**config.mk**
```make
export PLATFORM = sky130hd
export DESIGN_NAME = jt51_lfo_pm
export DESIGN_NICKNAME = d
export VERILOG_FILES = /design/src/rtl/jt51_lfo_pm.sv
export SDC_FILE = /design/constraint.sdc
export NUM_CORES = 1
export LEC_CHECK = 0
export ABC_AREA = 1
export BUFFER_PORTS_ARGS = -buffer_cell sky130_fd_sc_hd__buf_2
export CAP_MARGIN = 20
export CORE_ASPECT_RATIO = 1.25
export CORE_MARGIN = 8
export CORE_UTILIZATION = 35
export CTS_CLUSTER_SIZE = 24
export DETAILED_ROUTE_END_ITERATION = 12
export SLEW_MARGIN = 20
export SYNTH_ARGS = -nofsm -noshare
export SYNTH_HDL_FRONTEND = slang
export SYNTH_SLANG_ARGS = --single-unit
```
**constraint.sdc**
```tcl
create_clock -name clk -period 5.4 [get_ports clk]
set_input_delay 0.81 -clock clk [delete_from_list [all_inputs] [get_ports clk]]
set_output_delay 0.81 -clock clk [all_outputs]
set_load 0.02 [all_outputs]
```
**src/rtl/jt51_lfo_pm.sv**
```systemverilog
// jt51_lfo_pm
// Low-frequency oscillator for JT51. Once per 32-slot frame (marked by zero)
// it advances a rate accumulator, steps an 8-bit phase on accumulator carry,
// and produces a depth-scaled phase-modulation word (sign-magnitude) and an
// unsigned amplitude-modulation word. Both outputs change only at slot 1 and
// then hold for the rest of the frame.
//
// Build option: define JT51_LFO_NOISE_EN to include the 15-bit noise LFSR
// (w = 3 selects noise). Without it, w = 3 produces pm = 0 and am = 0.
//
// Ports:
//   clk       system clock, all logic on the rising edge
//   rst_n     asynchronous active-low reset
//   cen       clock enable; nothing changes while low
//   zero      high for one cen cycle at slot 0 of each frame
//   lfrq[7:0] rate: [7:4] exponent, [3:0] mantissa
//   w[1:0]    waveform: 0 saw, 1 square, 2 triangle, 3 noise
//   amd[6:0]  AM depth
//   pmd[6:0]  PM depth
//   lfo_rst   synchronous LFO restart, acted on at cen & zero
//   pm[7:0]   bit 7 sign (1 = subtract), [6:0] magnitude
//   am[7:0]   unsigned AM attenuation
//   lfo_tick  one-cen pulse when the phase advances
module jt51_lfo_pm #(
  parameter logic [14:0] SEED = 15'h7FFF
) (
  input  logic       clk,
  input  logic       rst_n,
  input  logic       cen,
  input  logic       zero,
  input  logic [7:0] lfrq,
  input  logic [1:0] w,
  input  logic [6:0] amd,
  input  logic [6:0] pmd,
  input  logic       lfo_rst,
  output logic [7:0] pm,
  output logic [7:0] am,
  output logic       lfo_tick
);

  function automatic logic [7:0] f_am_scale(input logic [7:0] raw, input logic [6:0] depth);
    logic [14:0] prod;
    prod = 15'(raw) * 15'(depth);
    return prod[14:7];
  endfunction

  // A zero magnitude always carries a positive sign so -0 never leaves the block.
  function automatic logic [7:0] f_pm_word(input logic sgn, input logic [6:0] mag,
                                           input logic [6:0] depth);
    logic [13:0] prod;
    prod = 14'(mag) * 14'(depth);
    return {sgn & (prod[13:7] != 7'd0), prod[13:7]};
  endfunction

  logic [19:0] r_acc;
  logic [7:0]  r_ph;
  logic        r_vld_p0;
  logic        r_tick_p0;
  logic [1:0]  r_w_p0;
  logic [6:0]  r_amd_p0;
  logic [6:0]  r_pmd_p0;
  logic [7:0]  r_pm_p1;
  logic [7:0]  r_am_p1;

  logic [19:0] w_mask;
  logic [20:0] w_sum;
  logic        w_carry;
  logic [7:0]  w_noise;
  logic [7:0]  w_am_raw;
  logic        w_sign;
  logic [6:0]  w_mag;

  // Only the low (20-e) accumulator bits are live; the carry out of that
  // field is the tick. Masking the stored value also drops stale high bits
  // left over when the exponent grows between frames.
  always_comb begin
    w_mask  = 20'hFFFFF >> lfrq[7:4];
    w_sum   = {1'b0, r_acc & w_mask} + {16'd0, 1'b1, lfrq[3:0]};
    w_carry = |(w_sum & {1'b1, ~w_mask});
  end

  // ---- stage A: frame cycle, accumulator / phase / LFSR ----
  always_ff @(posedge clk or negedge rst_n) begin
    if (!rst_n) begin
      r_acc     <= '0;
      r_ph      <= '0;
      r_vld_p0  <= 1'b0;
      r_tick_p0 <= 1'b0;
    end else if (cen) begin
      r_vld_p0  <= zero;
      r_tick_p0 <= zero & ~lfo_rst & w_carry;
      if (zero) begin
        if (lfo_rst) begin
          r_acc <= '0;
          r_ph  <= '0;
        end else begin
          r_acc <= w_sum[19:0] & w_mask;
          if (w_carry) r_ph <= r_ph + 8'd1;
        end
      end
    end
  end

  // Waveform controls are captured with the frame so stage B sees a
  // consistent set even if the inputs move during the frame.
  always_ff @(posedge clk) begin
    if (cen && zero) begin
      r_w_p0   <= w;
      r_amd_p0 <= amd;
      r_pmd_p0 <= pmd;
    end
  end

`ifdef JT51_LFO_NOISE_EN
  logic [14:0] r_lfsr;

  // x^15 + x^14 + 1, shifting left; advances only on ticks.
  always_ff @(posedge clk or negedge rst_n) begin
    if (!rst_n) begin
      r_lfsr <= SEED;
    end else if (cen && zero) begin
      if (lfo_rst)      r_lfsr <= SEED;
      else if (w_carry) r_lfsr <= {r_lfsr[13:0], r_lfsr[14] ^ r_lfsr[13]};
    end
  end

  assign w_noise = r_lfsr[7:0];
`else
  // No noise source in this build: the noise byte is zero, so w = 3 is
  // silent. SEED has no effect here and is masked off.
  assign w_noise = SEED[7:0] & 8'h00;
`endif

  always_comb begin
    w_am_raw = '0;
    w_sign   = 1'b0;
    w_mag    = '0;
    case (r_w_p0)
      2'd0: begin
        w_am_raw = ~r_ph;
        w_sign   = r_ph[7];
        w_mag    = r_ph[6:0];
      end
      2'd1: begin
        w_am_raw = r_ph[7] ? 8'd0 : 8'hFF;
        w_sign   = r_ph[7];
        w_mag    = 7'h7F;
      end
      2'd2: begin
        w_am_raw = r_ph[7] ? {r_ph[6:0], 1'b0} : {~r_ph[6:0], 1'b0};
        w_sign   = r_ph[7];
        w_mag    = {r_ph[6] ? ~r_ph[5:0] : r_ph[5:0], 1'b0};
      end
      default: begin
        w_am_raw = w_noise;
        w_sign   = w_noise[7];
        w_mag    = w_noise[6:0];
      end
    endcase
  end

  // ---- stage B: slot 1, waveform, depth scaling, output registers ----
  always_ff @(posedge clk or negedge rst_n) begin
    if (!rst_n) begin
      r_pm_p1 <= '0;
      r_am_p1 <= '0;
    end else if (cen && r_vld_p0) begin
      r_am_p1 <= f_am_scale(w_am_raw, r_amd_p0);
      r_pm_p1 <= f_pm_word(w_sign, w_mag, r_pmd_p0);
    end
  end

  assign pm       = r_pm_p1;
  assign am       = r_am_p1;
  assign lfo_tick = r_tick_p0;

endmodule

```
Yosys cells after proc, flatten, opt, wreduce, memory -nomap -nowiden
Cells that the tools add are included.

Memory bits (writable): 0. Latch bits: 0. Input port bits: 29. Memories kept: 0. Word-level logic and storage cells: 45. ROM bits: 0. Bits in registers: 62. Output and inout port bits: 17.

Reductions and logical operators: 9. Bitwise gates (word level): 11. Eq/ne operators: 2. Div/mod/pow operators: 0. Multiply operators: 2. $lt $le $gt $ge: 0. Add/sub/neg operators: 2. Shift operators: 1. Multiplexer cells: 9.

Operators by type and width (count): 20-bit AND (2); 8-bit two-way mux (4); 8-bit one-hot mux with 3 select lines (1); 20-bit by 5-bit adder with 21-bit output (1); 21-bit AND (1); 7-bit one-hot mux with 3 select lines (1); 21-bit OR reduction (1); 20-bit two-way mux (1); 20-bit NOT (1); 20-bit by 4-bit >> shifter with 20-bit output, first input constant (1); 8-bit by 7-bit multiplier with 15-bit output (1); 7-bit by 7-bit multiplier with 14-bit output (1); 8-bit by 1-bit adder with 8-bit output, second input constant (1); 8-bit NOT (1); 7-bit NOT (1); 7-bit nonzero test (1); 6-bit two-way mux (1); 6-bit NOT (1); 1-bit AND (3); 3-bit AND reduction (1); 3-bit OR reduction (1); 2-bit by 1-bit == test with 1-bit output, second input constant (1); 2-bit == test, second input constant (1); 1-bit logical AND (2); 5 further kinds (5).

Depth between registers and ports, before layout
Gate-level depths: netlist of the first run.

Depth after elaboration: 7. Mapped depth: 27. Mapped depth without buffers: 27.

Worst setup path after synthesis of the first run
OpenSTA, ideal clock, no wires.

Path type: reg2reg. Start point: register r_w_p0[1]. End point: register r_am_p1[7], in the netlist am[7]. Path slack: 0.508 ns. Required time: 5.282 ns. Period minus slack after synthesis: 4.892 ns. Arrival: 4.774 ns. Path buffers: 0. Library setup time: 0.118 ns. Stages on the path, launching flop included: 20. Cells stage by stage: edfxtp_1 inv_2 nor2_1 inv_1 o311ai_1 nand2_1 fa_1 inv_1 fa_1 fa_1 inv_1 fa_1 inv_1 ha_1 a21oi_1 o21ai_0 a221oi_1 nand3_1 nand3_1 nand2_1.

Word-level cells in the longest chain between the ends: 3. Elaborated cells between the ends (all ways): 5. Those cells by class: mul: 1; eq/ne: 2; mux: 1; reduce/logical: 1.

Ends and longest elaborated chain: from (decl) (line 59) `logic [1:0] r_w_p0;`; from (signal assigned) (line 108) `r_w_p0 <= w;`; 2-bit == test (tied with other cells) (line 138) `case (r_w_p0)`; 8-bit one-hot mux with 3 select lines * (line 138); 8-bit by 7-bit multiplier with 15-bit output * (line 43) `prod = 15'(raw) * 15'(depth);`; to (signal assigned) (line 168) `r_am_p1 <= f_am_scale(w_am_raw, r_amd_p0);`; to (decl) (line 63) `logic [7:0] r_am_p1;`.

Mark *: on every way between the ends. The rest lies on a longest branch, timed or not. A chain may end at the register's enable or synchronous reset.

Worst setup path in the final report of the first run
Start point: register r_ph[7]. End point: register r_am_p1[6], in the netlist am[6].

Word-level cells in the longest chain between the ends: 3. Elaborated cells between the ends (all ways): 5. Those cells by class: mul: 1; mux: 3; bitwise: 1.

Ends and longest elaborated chain: from (decl) (line 56) `logic [7:0] r_ph;`; from (signal assigned) (line 98) `if (w_carry) r_ph <= r_ph + 8'd1;`; 8-bit two-way mux (tied with other cells) (line 145) `w_am_raw = r_ph[7] ? 8'd0 : 8'hFF;`; 8-bit one-hot mux with 3 select lines * (line 138); 8-bit by 7-bit multiplier with 15-bit output * (line 43).

Marked as above.

==> results of run 1 <==
cells in the final DEF, fill, tap and decap left out, types with 8 or more instances in the layout:
master / synthesis / routed
a21oi_1: 27 / 26
a31oi_1: 10 / 10
buf_2: 1 / 45
buf_4: 1 / 12
clkbuf_16: 0 / 9
dfrtp_1: 46 / 45
edfxtp_1: 16 / 16
fa_1: 52 / 52
ha_1: 67 / 67
inv_1: 157 / 156
nand2_1: 215 / 215
nand3_1: 65 / 64
nand4_1: 10 / 10
nor2_1: 113 / 112
nor2_2: 7 / 8
nor3_1: 9 / 9
o21ai_0: 24 / 24
o32ai_1: 8 / 8
xor2_1: 18 / 18
worst paths after layout:
check,startpoint,endpoint,depth (start not counted)
setup / recovery,r_ph[7],am[6],17
hold / removal,pm[0],pm[0],2
setup reg to reg,r_ph[7],am[6],17
hold reg to reg,pm[0],pm[0],2
max in group asynchronous,rst_n,r_ph[6],2
min in group asynchronous,rst_n,r_acc[0],2
worst max-delay path, stage by stage, from the launching register on:
cell	delay [ns]
dfrtp_1	0.54
clkinv_2	0.21
nand3_1	0.33
o21ai_0	0.26
nand2_1	0.15
fa_1	0.43
fa_1	0.55
inv_1	0.06
fa_1	0.53
inv_1	0.05
fa_1	0.54
inv_1	0.05
ha_1	0.32
a21oi_1	0.19
o21ai_0	0.14
a221oi_1	0.39
nand3_1	0.12
a31oi_1	0.17
cell type report:
class | count | area [sq um] | area share [%]
Sequential cell | 62 | 1630 | 20.7
Clock inverter | 7 | 80.1 | 1.02
Timing Repair Buffer | 57 | 315 | 4.01
Multi-Input combinational cell | 687 | 4680 | 59.4
Tap cell | 265 | 332 | 4.21
Clock buffer | 9 | 225 | 2.86
Inverter | 162 | 609 | 7.74
sequential cells by signal (all words and copies together), names as in the netlist:
| signal | count |
|---|---|
| pm | 8 |
| r_ph | 8 |
| lfo_tick | 1 |
| r_amd_p0 | 7 |
| r_pmd_p0 | 7 |
| r_acc | 20 |
| r_w_p0 | 2 |
| am | 8 |
| r_vld_p0 | 1 |
logic make-up after synthesis:
logic type,share of synthesized area (%)
multiplexers,0.144
AND/OR/NAND/NOR,27.4
XOR/XNOR,3.16
adder cells (fa/ha/maj),27.1
AO/OA/AOI/OAI,8.91
flip-flops,23.5
buffers and inverters,9.77
synth_stat cells (4+ instances only):
library cell	count
fa_1	52
nor2_2	7
ha_1	67
o22ai_1	5
xor2_1	18
o21ai_0	24
nor2_1	113
nor3_1	9
o21ai_1	4
buf_1	7
dfrtp_1	46
nand2_2	6
clkbuf_1	8
nand4_1	10
inv_2	4
o32ai_1	8
nand3_2	4
a31oi_1	10
xnor2_1	7
inv_1	157
edfxtp_1	16
nor2_4	4
nand2_1	215
nand3_1	65
a21oi_1	27
power groups by stage:
stage	logic, mW	registers [mW]	clock network, mW
finish	1.67	0.614	0.604
global placement	1.66	0.622	0
detailed placement	1.66	0.621	0
global route	1.94	0.625	0.642
floorplan	1.19	0.670	0
CTS	1.67	0.614	0.625
through the flow:
stage          util (%)  cell area [sq um]  hold slack [ns]  cells
2_1_floorplan         -               6940            0.453    928
3_3_place_gp       38.6               7510            0.461   1232
3_5_place_dp       38.6               7510            0.467   1232
4_1_cts            40.1               7810            0.483   1248
5_1_grt            40.4               7870            0.514   1249
6_report           40.4               7870            0.475   1249
per-layer routing:
| metal | global-route usage, % | vias up | routed length [microns] |
|---|---|---|---|
| li1 | - | 3078 | - |
| met1 | 16.9 | 2925 | 7540 |
| met2 | 27.2 | 114 | 8970 |
| met3 | 2.98 | 17 | 714 |
| met4 | 4.35 | 0 | 286 |
| met5 | 0 | - | 0 |
timing repair:
item	in CTS	in global routing
hold buffers	0	0
resized for setup	0	10
endpoints found under the setup margin	0	6
buffers inserted	0	1
==> results.rst, run 1 <==
.. list-table::
   :header-rows: 1

   * - Metric
     - Value
   * - Global-route wire length before repair
     - 29.9 mm
   * - Share of total power in the clock network
     - 20.9%
   * - Worst ir drop on vdd
     - 172 uV
   * - Largest net degree at the start of global routing
     - 47
   * - Worst-path fanout max
     - 9
   * - DRC marker count from the first detailed-route iteration
     - 294
   * - Clock tree from TritonCTS
     - done
   * - Reg-to-reg setup timing slack
     - 0.30 ns
   * - Switching Fraction
     - 46.8%
   * - Slew margin rel.
     - 46.3%
   * - Data arrival time of the worst path
     - between 5 and 6 ns
   * - Clock transition time at the flip-flop clock pins of the worst setup and hold paths
     - roughly 0.060 ns
   * - Asr flop ratio synth
     - 74.2%
   * - Launching element type of the critical path
     - flop
   * - Clock network latency to the later pin of the worst-skew pair
     - between 0.3 and 0.4 ns
   * - P_sw
     - between 1 and 1.5 mW
   * - # diodes
     - 0
   * - WL/cell
     - roughly 14 microns
   * - Area of the core
     - 19500 sq um
   * - Final global-route overflow total
     - 0
   * - Setup skew after layout
     - 0.00887 ns
   * - WP data required
     - 5.66 ns
   * - Height of the die
     - between 150 and 200 microns
   * - Chip Width
     - 142 microns
   * - Accumulated negative setup slack
     - 0 ns
   * - Post-route DRC
     - 0
   * - Starting utilization of the core area
     - 35.6%
   * - Total internal power
     - ~1.5 mW
   * - Overall power after layout
     - 2.89 mW
   * - Half-perimeter wire length after placement
     - 14.1 mm
   * - Type of element capturing the critical path
     - flop
   * - Total nets after synthesis
     - 1076
   * - Area enclosed by the die boundary
     - 24600 sq um
   * - Buffers added on ports
     - 45
   * - Top cells by area in the synthesized netlist
     - dfrtp_1 (17%), fa_1 (15%), ha_1 (12%)
   * - Max-slew violations
     - 0
   * - Total power per unit cell area
     - 367 nW/um^2
   * - Number of maximum-capacitance violations
     - 0
   * - Gpl congestion
     - a little under 0.9
   * - Final worst setup slack
     - 0.298 ns
   * - Layout filler cell count
     - 2006
   * - Cell Area, Synth
     - around 6900 sq um
   * - Setup repair after global routing missed its margin
     - no
   * - Count of vias placed by the detailed router
     - 6134
   * - Number of core rows
     - 57
   * - Total detailed-routing wirelength
     - 17.5 mm
   * - Distinct cells, synth
     - 48
   * - Worst slack at placement
     - 0.162 ns
   * - Logic gate share of total power
     - 57.8%
   * - Post-synth EDFFs
     - 16
   * - Result of the run
     - complete, no violations
   * - H-tree lvl count
     - 3
   * - I/O Pins
     - 46
   * - Count of final hold-check violations
     - 0
   * - Routed vias/inst
     - approximately 5
   * - Leakage power of the design
     - 4.15 nW
   * - Antenna violations before repair
     - 0
   * - Critical setup path kind
     - reg -> reg
   * - Fraction of post-synthesis cell area in the top cell type by area
     - 16.6%
   * - Root buffer cell
     - clkbuf_16
   * - Post-route minimum period
     - 5.10 ns
   * - Number of clock sinks
     - 62
   * - Via count of the first global-routing pass
     - 6447
   * - Relative contribution of sequential cells to total power
     - a little over a fifth
   * - Post-synthesis register bit count
     - 62
   * - Share of the cycle needed by the critical path after routing
     - 94.5%
   * - Share of final-layout standard cells stronger than drive strength 1
     - 11.4%
   * - Slew at the pin with the worst max-slew slack
     - 0.804 ns
   * - Remaining number of nets flagged by the antenna check after routing
     - 0
   * - Yosys warnings
     - 0
   * - Hold Crit Class
     - reg -> reg
   * - Pre-Repair DR Iteration Count
     - 7
   * - Final nets
     - approximately 1100
   * - Area Overhead vs Synth
     - 13.4%
   * - Sequential area share after synthesis
     - 23.5%
   * - Most used DFF post-synth
     - dfrtp_1
   * - Fmax achieved
     - 0.196 GHz
   * - Instance count of the mapped netlist
     - 928
   * - Library cell with the largest summed area after synthesis
     - dfrtp_1
   * - CTS buffer count
     - 9
   * - Global routing usage summed across all routing layers
     - between 10% and 20%
   * - Final setup viols
     - 0
   * - Number of buffers between clock root and the deepest sink
     - 2
   * - Mean post-synth cell area
     - 7.48 sq um
(Power assumes the default switching activity.)
==> run 2: changes to the inputs <==
- BUFFER_PORTS_ARGS: -buffer_cell sky130_fd_sc_hd__buf_2 -> -buffer_cell sky130_fd_sc_hd__clkbuf_2
- CELL_PAD_IN_SITES_DETAIL_PLACEMENT: unset -> 1
- CELL_PAD_IN_SITES_GLOBAL_PLACEMENT: unset -> 2
- CORE_UTILIZATION: 35 -> 30
- PLACE_DENSITY_LB_ADDON: unset -> 0.1
==> run 2 against run 1 <==
  * Die area is 15% higher
  * First-iteration DRC count is 37% lower
  * Power is 5.6% higher
  * Critical path depth stayed put
  * Highest routed layer unchanged
  * Worst hold slack better by 0.0088 ns
  * Final cell count is 1.9% higher
  * Via count is 0.95% lower
==> results.rst, run 2 (same netlist as run 1, synthesis figures left out) <==
.. list-table::
   :header-rows: 1

   * - Metric
     - Value
   * - I/O Pins
     - 46
   * - Register name with the most flops
     - r_acc
   * - Layout Cell Area excl Fill
     - 7900 sq um
   * - Final nets
     - roughly 1100
   * - Post-route minimum period
     - 5.04 ns
   * - Longest individual stage delay on the worst path
     - 0.54 ns
   * - Standard cell area after detailed placement
     - 7550 sq um
   * - Setup repair after global routing missed its margin
     - no
   * - Share of final-layout standard cells stronger than drive strength 1
     - 11.3%
   * - DRC marker count from the first detailed-route iteration
     - 184
   * - Result of the run
     - complete, no violations
   * - Via count of the first global-routing pass
     - 6743
   * - Critical setup path kind
     - reg -> reg
   * - Count of final hold-check violations
     - 0
   * - Final worst setup slack
     - 0.365 ns
   * - Overall power after layout
     - slightly above 3 mW
   * - Chip Width
     - between 150 and 200 microns
   * - Area enclosed by the die boundary
     - between 20000 and 30000 sq um
   * - Remaining number of nets flagged by the antenna check after routing
     - 0
   * - Global-route wire length before repair
     - 34.6 mm
   * - Data arrival time of the worst path
     - around 5.3 ns
   * - Max-slew violations
     - 0
   * - Global routing usage summed across all routing layers
     - 15.5%
   * - Routed vias/inst
     - ~4.8
   * - Starting utilization of the core area
     - 30.3%
   * - Gpl congestion
     - between 0.7 and 0.8
   * - Total detailed-routing wirelength
     - 21.2 mm
   * - Area of the core
     - 22900 sq um
   * - WL/cell
     - about 17 microns
   * - Height of the die
     - between 150 and 200 microns
   * - Clock network latency to the later pin of the worst-skew pair
     - 0.35 ns
   * - Commonest non-fill, non-tap cell in the layout
     - nand2_1
   * - Number of core rows
     - 62
   * - Setup skew after layout
     - 0.0157 ns
   * - Pre-Repair DR Iteration Count
     - 4
   * - Worst slack at placement
     - 0.272 ns
   * - Clock transition time at the flip-flop clock pins of the worst setup and hold paths
     - approximately 0.070 ns
   * - Slew at the pin with the worst max-slew slack
     - 0.972 ns
   * - Flip-flop count of the largest register after layout
     - 20
   * - Largest net degree at the start of global routing
     - 47
   * - Accumulated negative setup slack
     - 0 ns
   * - Count of vias placed by the detailed router
     - between 6000 and 7000
   * - Post-route DRC
     - 0
   * - Buffers added on ports
     - 45
   * - Antenna violations before repair
     - 0
   * - Half-perimeter wire length after placement
     - around 17 mm
   * - Cell at the slowest stage of the critical path
     - fa_1
   * - Hold Crit Class
     - reg -> reg
   * - Worst-path fanout max
     - 7
   * - Final setup viols
     - 0
   * - Root buffer cell
     - clkbuf_16
   * - Final global-route overflow total
     - 0
   * - Launching element type of the critical path
     - flop
   * - Worst ir drop on vdd
     - 149 uV
   * - Slew margin rel.
     - 35.1%
   * - WP data required
     - between 5 and 6 ns
   * - Area Overhead vs Synth
     - 13.9%
   * - Fmax achieved
     - 0.199 GHz
   * - Total power per unit cell area
     - between 300 and 400 nW/um^2
   * - Number of buffers between clock root and the deepest sink
     - 2
   * - Clock tree from TritonCTS
     - done
   * - Leakage power of the design
     - 4.17 nW
   * - Share of the cycle needed by the critical path after routing
     - 93.2%
   * - Type of element capturing the critical path
     - flop
   * - # diodes
     - 0
   * - Most used cell, CP
     - fa_1
   * - Number of clock sinks
     - 62
   * - Worst-path cell chain
     - nor2_1 -> nand2_1 -> nand3_1 -> nand2_1 -> fa_1 -> fa_1 -> inv_1 -> fa_1 -> inv_1 -> fa_1 -> inv_1 -> ha_1 -> a21oi_1 -> o21ai_0 -> a221oi_2 -> nand3_1 -> a31oi_1
   * - Hold-fix buffer count after cts
     - 0
   * - Top library cells by usage in the layout, fill and taps aside
     - nand2_1 (215), inv_1 (156), nor2_1 (113), ha_1 (67), nand3_1 (65)
   * - CTS buffer count
     - 9
   * - Number of maximum-capacitance violations
     - 0
   * - H-tree lvl count
     - 3
## run 2: cell types whose count changed in the layout (fill, tap and decap cells not counted), sizes merged
cell / delta
clkinv: -2
buf: -44
inv: +1
clkbuf: +45
bufinv: +1
## run 2: metal layers
metal / global-route usage, % / part of all wire (%)
met1: 17.3 / 44
met2: 29.9 / 53
met3: 2.25 / 2.0
met4: 4.85 / 1.7
met5: 0 / 0
## run 2: worst paths after layout
check | cells after the start | endpoint | startpoint | slack, ns
max reg2reg | 17 | am[6] | r_w_p0[0] | 0.36
max | 17 | am[6] | r_w_p0[0] | 0.36
min reg2reg | 2 | am[2] | am[2] | 0.48
min | 2 | am[2] | am[2] | 0.48
max in group asynchronous | 2 | r_ph[6] | rst_n | 4.26
min in group asynchronous | 2 | pm[6] | rst_n | 0.59
## run 2: area by class of cell
type / count / area [sq um]
Clock inverter: 7 / 101
Timing Repair Buffer: 58 / 323
Clock buffer: 9 / 225
Fill cell: 2846 / 15000
Inverter: 162 / 609
Tap cell: 288 / 360
Sequential cell: 62 / 1630
Multi-Input combinational cell: 687 / 4650
## run 2: stage by stage
step / utilization (%) / hold WS, ns / std cells
global placement: 33.0 / 0.467 / 1257
finish: 34.5 / 0.484 / 1273
floorplan: - / 0.453 / 928
detailed placement: 33.0 / 0.475 / 1257
CTS: 34.4 / 0.490 / 1273
global route: 34.5 / 0.527 / 1273
## run 2: what timing repair did
action | CTS | global route
setup buffers | 0 | 0
endpoints found under the setup margin | 0 | 5
resized for setup | 0 | 7
## run 2: power breakdown
group	switching [mW]	internal, mW
combinational	1.14	0.627
clock	0.259	0.412
sequential	0.0575	0.558
## run 2: worst max-delay path: cells and delay by family, from the launching register on
family / cells / cell delay (ns)
AOI/OAI and AO/OA: 4 / 0.92
buffers and inverters: 3 / 0.14
and+or+nand+nor: 5 / 0.98
DFF: 1 / 0.49
adders and majority gates: 5 / 2.41
==> run 3: changes to the inputs <==
- CORE_UTILIZATION: 30 -> 37
==> run 3 against run 2 <==
  * Sequential share of layout area is essentially flat
  * Power down 1.2%
  * Via count grew 2.1%
  * Final area is essentially flat
  * Global-route usage up 1.8 points
==> results.rst, run 3 (same netlist as run 1, synthesis figures left out) <==
.. list-table::
   :header-rows: 1

   * - Metric
     - Value
   * - Gpl congestion
     - 0.824
   * - Slew at the pin with the worst max-slew slack
     - about 1.1 ns
   * - Routed length on met1
     - roughly 8.7 mm
   * - Startpoint of the worst hold path
     - pm[1]
   * - Critical setup path kind
     - reg -> reg
   * - Share of final-layout standard cells stronger than drive strength 1
     - between 10 and 15%
   * - Worst-path fanout max
     - 9
   * - Area of the core
     - 18600 sq um
   * - Slew margin rel.
     - 26.6%
   * - Number of maximum-capacitance violations
     - 0
   * - Total detailed-routing wirelength
     - 19.9 mm
   * - Total power per unit cell area
     - approximately 380 nW/um^2
   * - Max-slew violations
     - 0
   * - DRC marker count from the first detailed-route iteration
     - 167
   * - Fmax achieved
     - between 0.15 and 0.2 GHz
   * - Detailed-routed wire length on met2
     - approximately 11 mm
   * - Share of the cycle needed by the critical path after routing
     - ~93%
   * - Buffers added on ports
     - 45
   * - Setup repair after global routing missed its margin
     - yes
   * - Result of the run
     - complete, no violations
   * - Root buffer cell
     - clkbuf_16
   * - Post-route DRC
     - 0
   * - Number of core rows
     - 56
   * - Commonest non-fill, non-tap cell in the layout
     - nand2_1
   * - Buf/Inv on CP
     - 5
   * - WP data required
     - 5.63 ns
   * - Accumulated negative setup slack
     - 0 ns
   * - Worst ir drop on vdd
     - around 130 uV
   * - Via count of the first global-routing pass
     - between 6000 and 7000
   * - Worst-path cell chain
     - inv_2 -> nor2_1 -> inv_1 -> o221ai_1 -> nand2_1 -> fa_1 -> inv_1 -> fa_1 -> fa_1 -> inv_1 -> fa_1 -> inv_1 -> ha_1 -> a21oi_2 -> o21ai_0 -> a221oi_1 -> nand3_1 -> nand3_1 -> nand2_1
   * - Antenna violations before repair
     - 0
   * - Reg-to-reg setup timing slack
     - 0.36 ns
   * - Startpoint of the worst-slack reg-to-reg timing path
     - r_w_p0[1]
   * - Hold Crit Class
     - reg -> reg
   * - Worst-case hold path end point
     - pm[1]
   * - Met3 layer wire length in the routed design
     - 293 microns
   * - Worst hold path stage count
     - 2
   * - Worst slack at placement
     - 0.102 ns
   * - Final setup viols
     - 0
   * - Starting utilization of the core area
     - 37.4%
   * - Register name with the most flops
     - r_acc
   * - # diodes
     - 0
   * - Worst hold slack after final layout
     - 0.492 ns
   * - Chip Width
     - 138 microns
   * - Height of the die
     - roughly 170 microns
   * - Final nets
     - 1130
   * - Area Overhead vs Synth
     - 14.0%
   * - WL/cell
     - 16.4 microns
   * - Top library cells by usage in the layout, fill and taps aside
     - nand2_1 (214), inv_1 (155), nor2_1 (112), ha_1 (66), nand3_1 (61)
   * - Pre-Repair DR Iteration Count
     - 4
   * - Final global-route overflow total
     - 0
   * - Setup skew after layout
     - 0.00763 ns
   * - Layout filler cell count
     - 2317
   * - Global-route wire length before repair
     - approximately 33 mm
   * - Leakage power of the design
     - 4.19 nW
   * - Overall power after layout
     - ~3.0 mW
   * - Global routing usage summed across all routing layers
     - 17.3%
   * - H-tree lvl count
     - 3
   * - Hold-fix buffer count after cts
     - 0
   * - Reg2Reg Depth
     - 19
   * - Clock network latency to the later pin of the worst-skew pair
     - between 0.3 and 0.4 ns
   * - I/O Pins
     - 46
   * - Cell at the slowest stage of the critical path
     - fa_1
   * - Number of clock sinks
     - 62
   * - Type of element capturing the critical path
     - flop
   * - Clock tree from TritonCTS
     - done
   * - Count of final hold-check violations
     - 0
   * - Top layer used by detailed routing
     - met4
   * - Standard cell area after detailed placement
     - around 7500 sq um
   * - Area enclosed by the die boundary
     - 23400 sq um
   * - Remaining number of nets flagged by the antenna check after routing
     - 0
   * - Endpoint of the worst-slack reg-to-reg timing path
     - am[7]
   * - Launching element type of the critical path
     - flop
   * - Gate family responsible for the most delay along the worst path
     - adder cells
   * - Layout Cell Area excl Fill
     - around 7900 sq um
   * - Post-route minimum period
     - about 5 ns
   * - Data arrival time of the worst path
     - roughly 5.3 ns
   * - Count of vias placed by the detailed router
     - 6204
   * - Final worst setup slack
     - 0.363 ns
   * - Largest net degree at the start of global routing
     - 47
   * - Clock transition time at the flip-flop clock pins of the worst setup and hold paths
     - 0.06 ns
   * - CTS buffer count
     - 9
   * - Number of buffers between clock root and the deepest sink
     - 2
   * - Half-perimeter wire length after placement
     - 16.5 mm
   * - Flip-flop count of the largest register after layout
     - 20
   * - Routed vias/inst
     - approximately 5.1
   * - Longest individual stage delay on the worst path
     - 0.54 ns
-- run 3: repair_timing --
action	in CTS	in global routing
setup endpoints to repair	0	7
setup buffers	0	1
resized for setup	0	20
hold endpoints to repair	0	0
-- run 3: layout make-up --
type | count | area (sq um) | area share (%)
tap | 232 | 290 | 3.67
multi-input combinational | 687 | 4720 | 59.6
clock inverter | 7 | 96.3 | 1.22
clock buffer | 9 | 225 | 2.85
inverter | 162 | 609 | 7.70
timing repair buffer | 60 | 338 | 4.27
sequential | 62 | 1630 | 20.6
-- run 3: worst max-delay path by stage --
stage / from / depth (start not counted) / endpoint / slack [ns]
after floorplan: r_w_p0[1] / 19 / am[7] / 0.51
after global placement: r_w_p0[1] / 19 / am[7] / 0.24
after detailed placement: r_w_p0[1] / 19 / am[7] / 0.10
after CTS: r_w_p0[1] / 19 / am[7] / 0.11
after global routing: r_w_p0[1] / 19 / am[7] / -0.03
final: r_w_p0[1] / 19 / am[7] / 0.36
-- run 3: per-layer routing --
layer | vias up | GRT usage (%)
met2 | 41 | 32.2
li1 | 3078 | -
met3 | 19 | 2.30
met5 | - | 0
met4 | 0 | 5.02
met1 | 3066 | 20.3
-- run 3: per-stage QoR --
| step | utilization [%] | std cells |
|---|---|---|
| finish | 42.6 | 1219 |
| global route | 42.6 | 1219 |
| CTS | 42.1 | 1218 |
| detailed placement | 40.3 | 1202 |
| global placement | 40.3 | 1202 |
| floorplan | - | 928 |
-- run 3: worst register-to-register path: cells and delay by family, from the launching register on --
family	cells	cell delay, ns
adder cells (fa/ha/maj)	5	2.44
AO/OA/AOI/OAI	4	1.07
flip-flops	1	0.45
AND/OR/NAND/NOR	5	0.56
buffers and inverters	5	0.41
-- run 3: power by group --
group / internal (mW) / total, mW / switching [mW] / leakage, nW
Clock: 0.406 / 0.642 / 0.236 / 0.160
Sequential: 0.558 / 0.618 / 0.0597 / 0.752
Combinational: 0.626 / 1.76 / 1.13 / 3.28
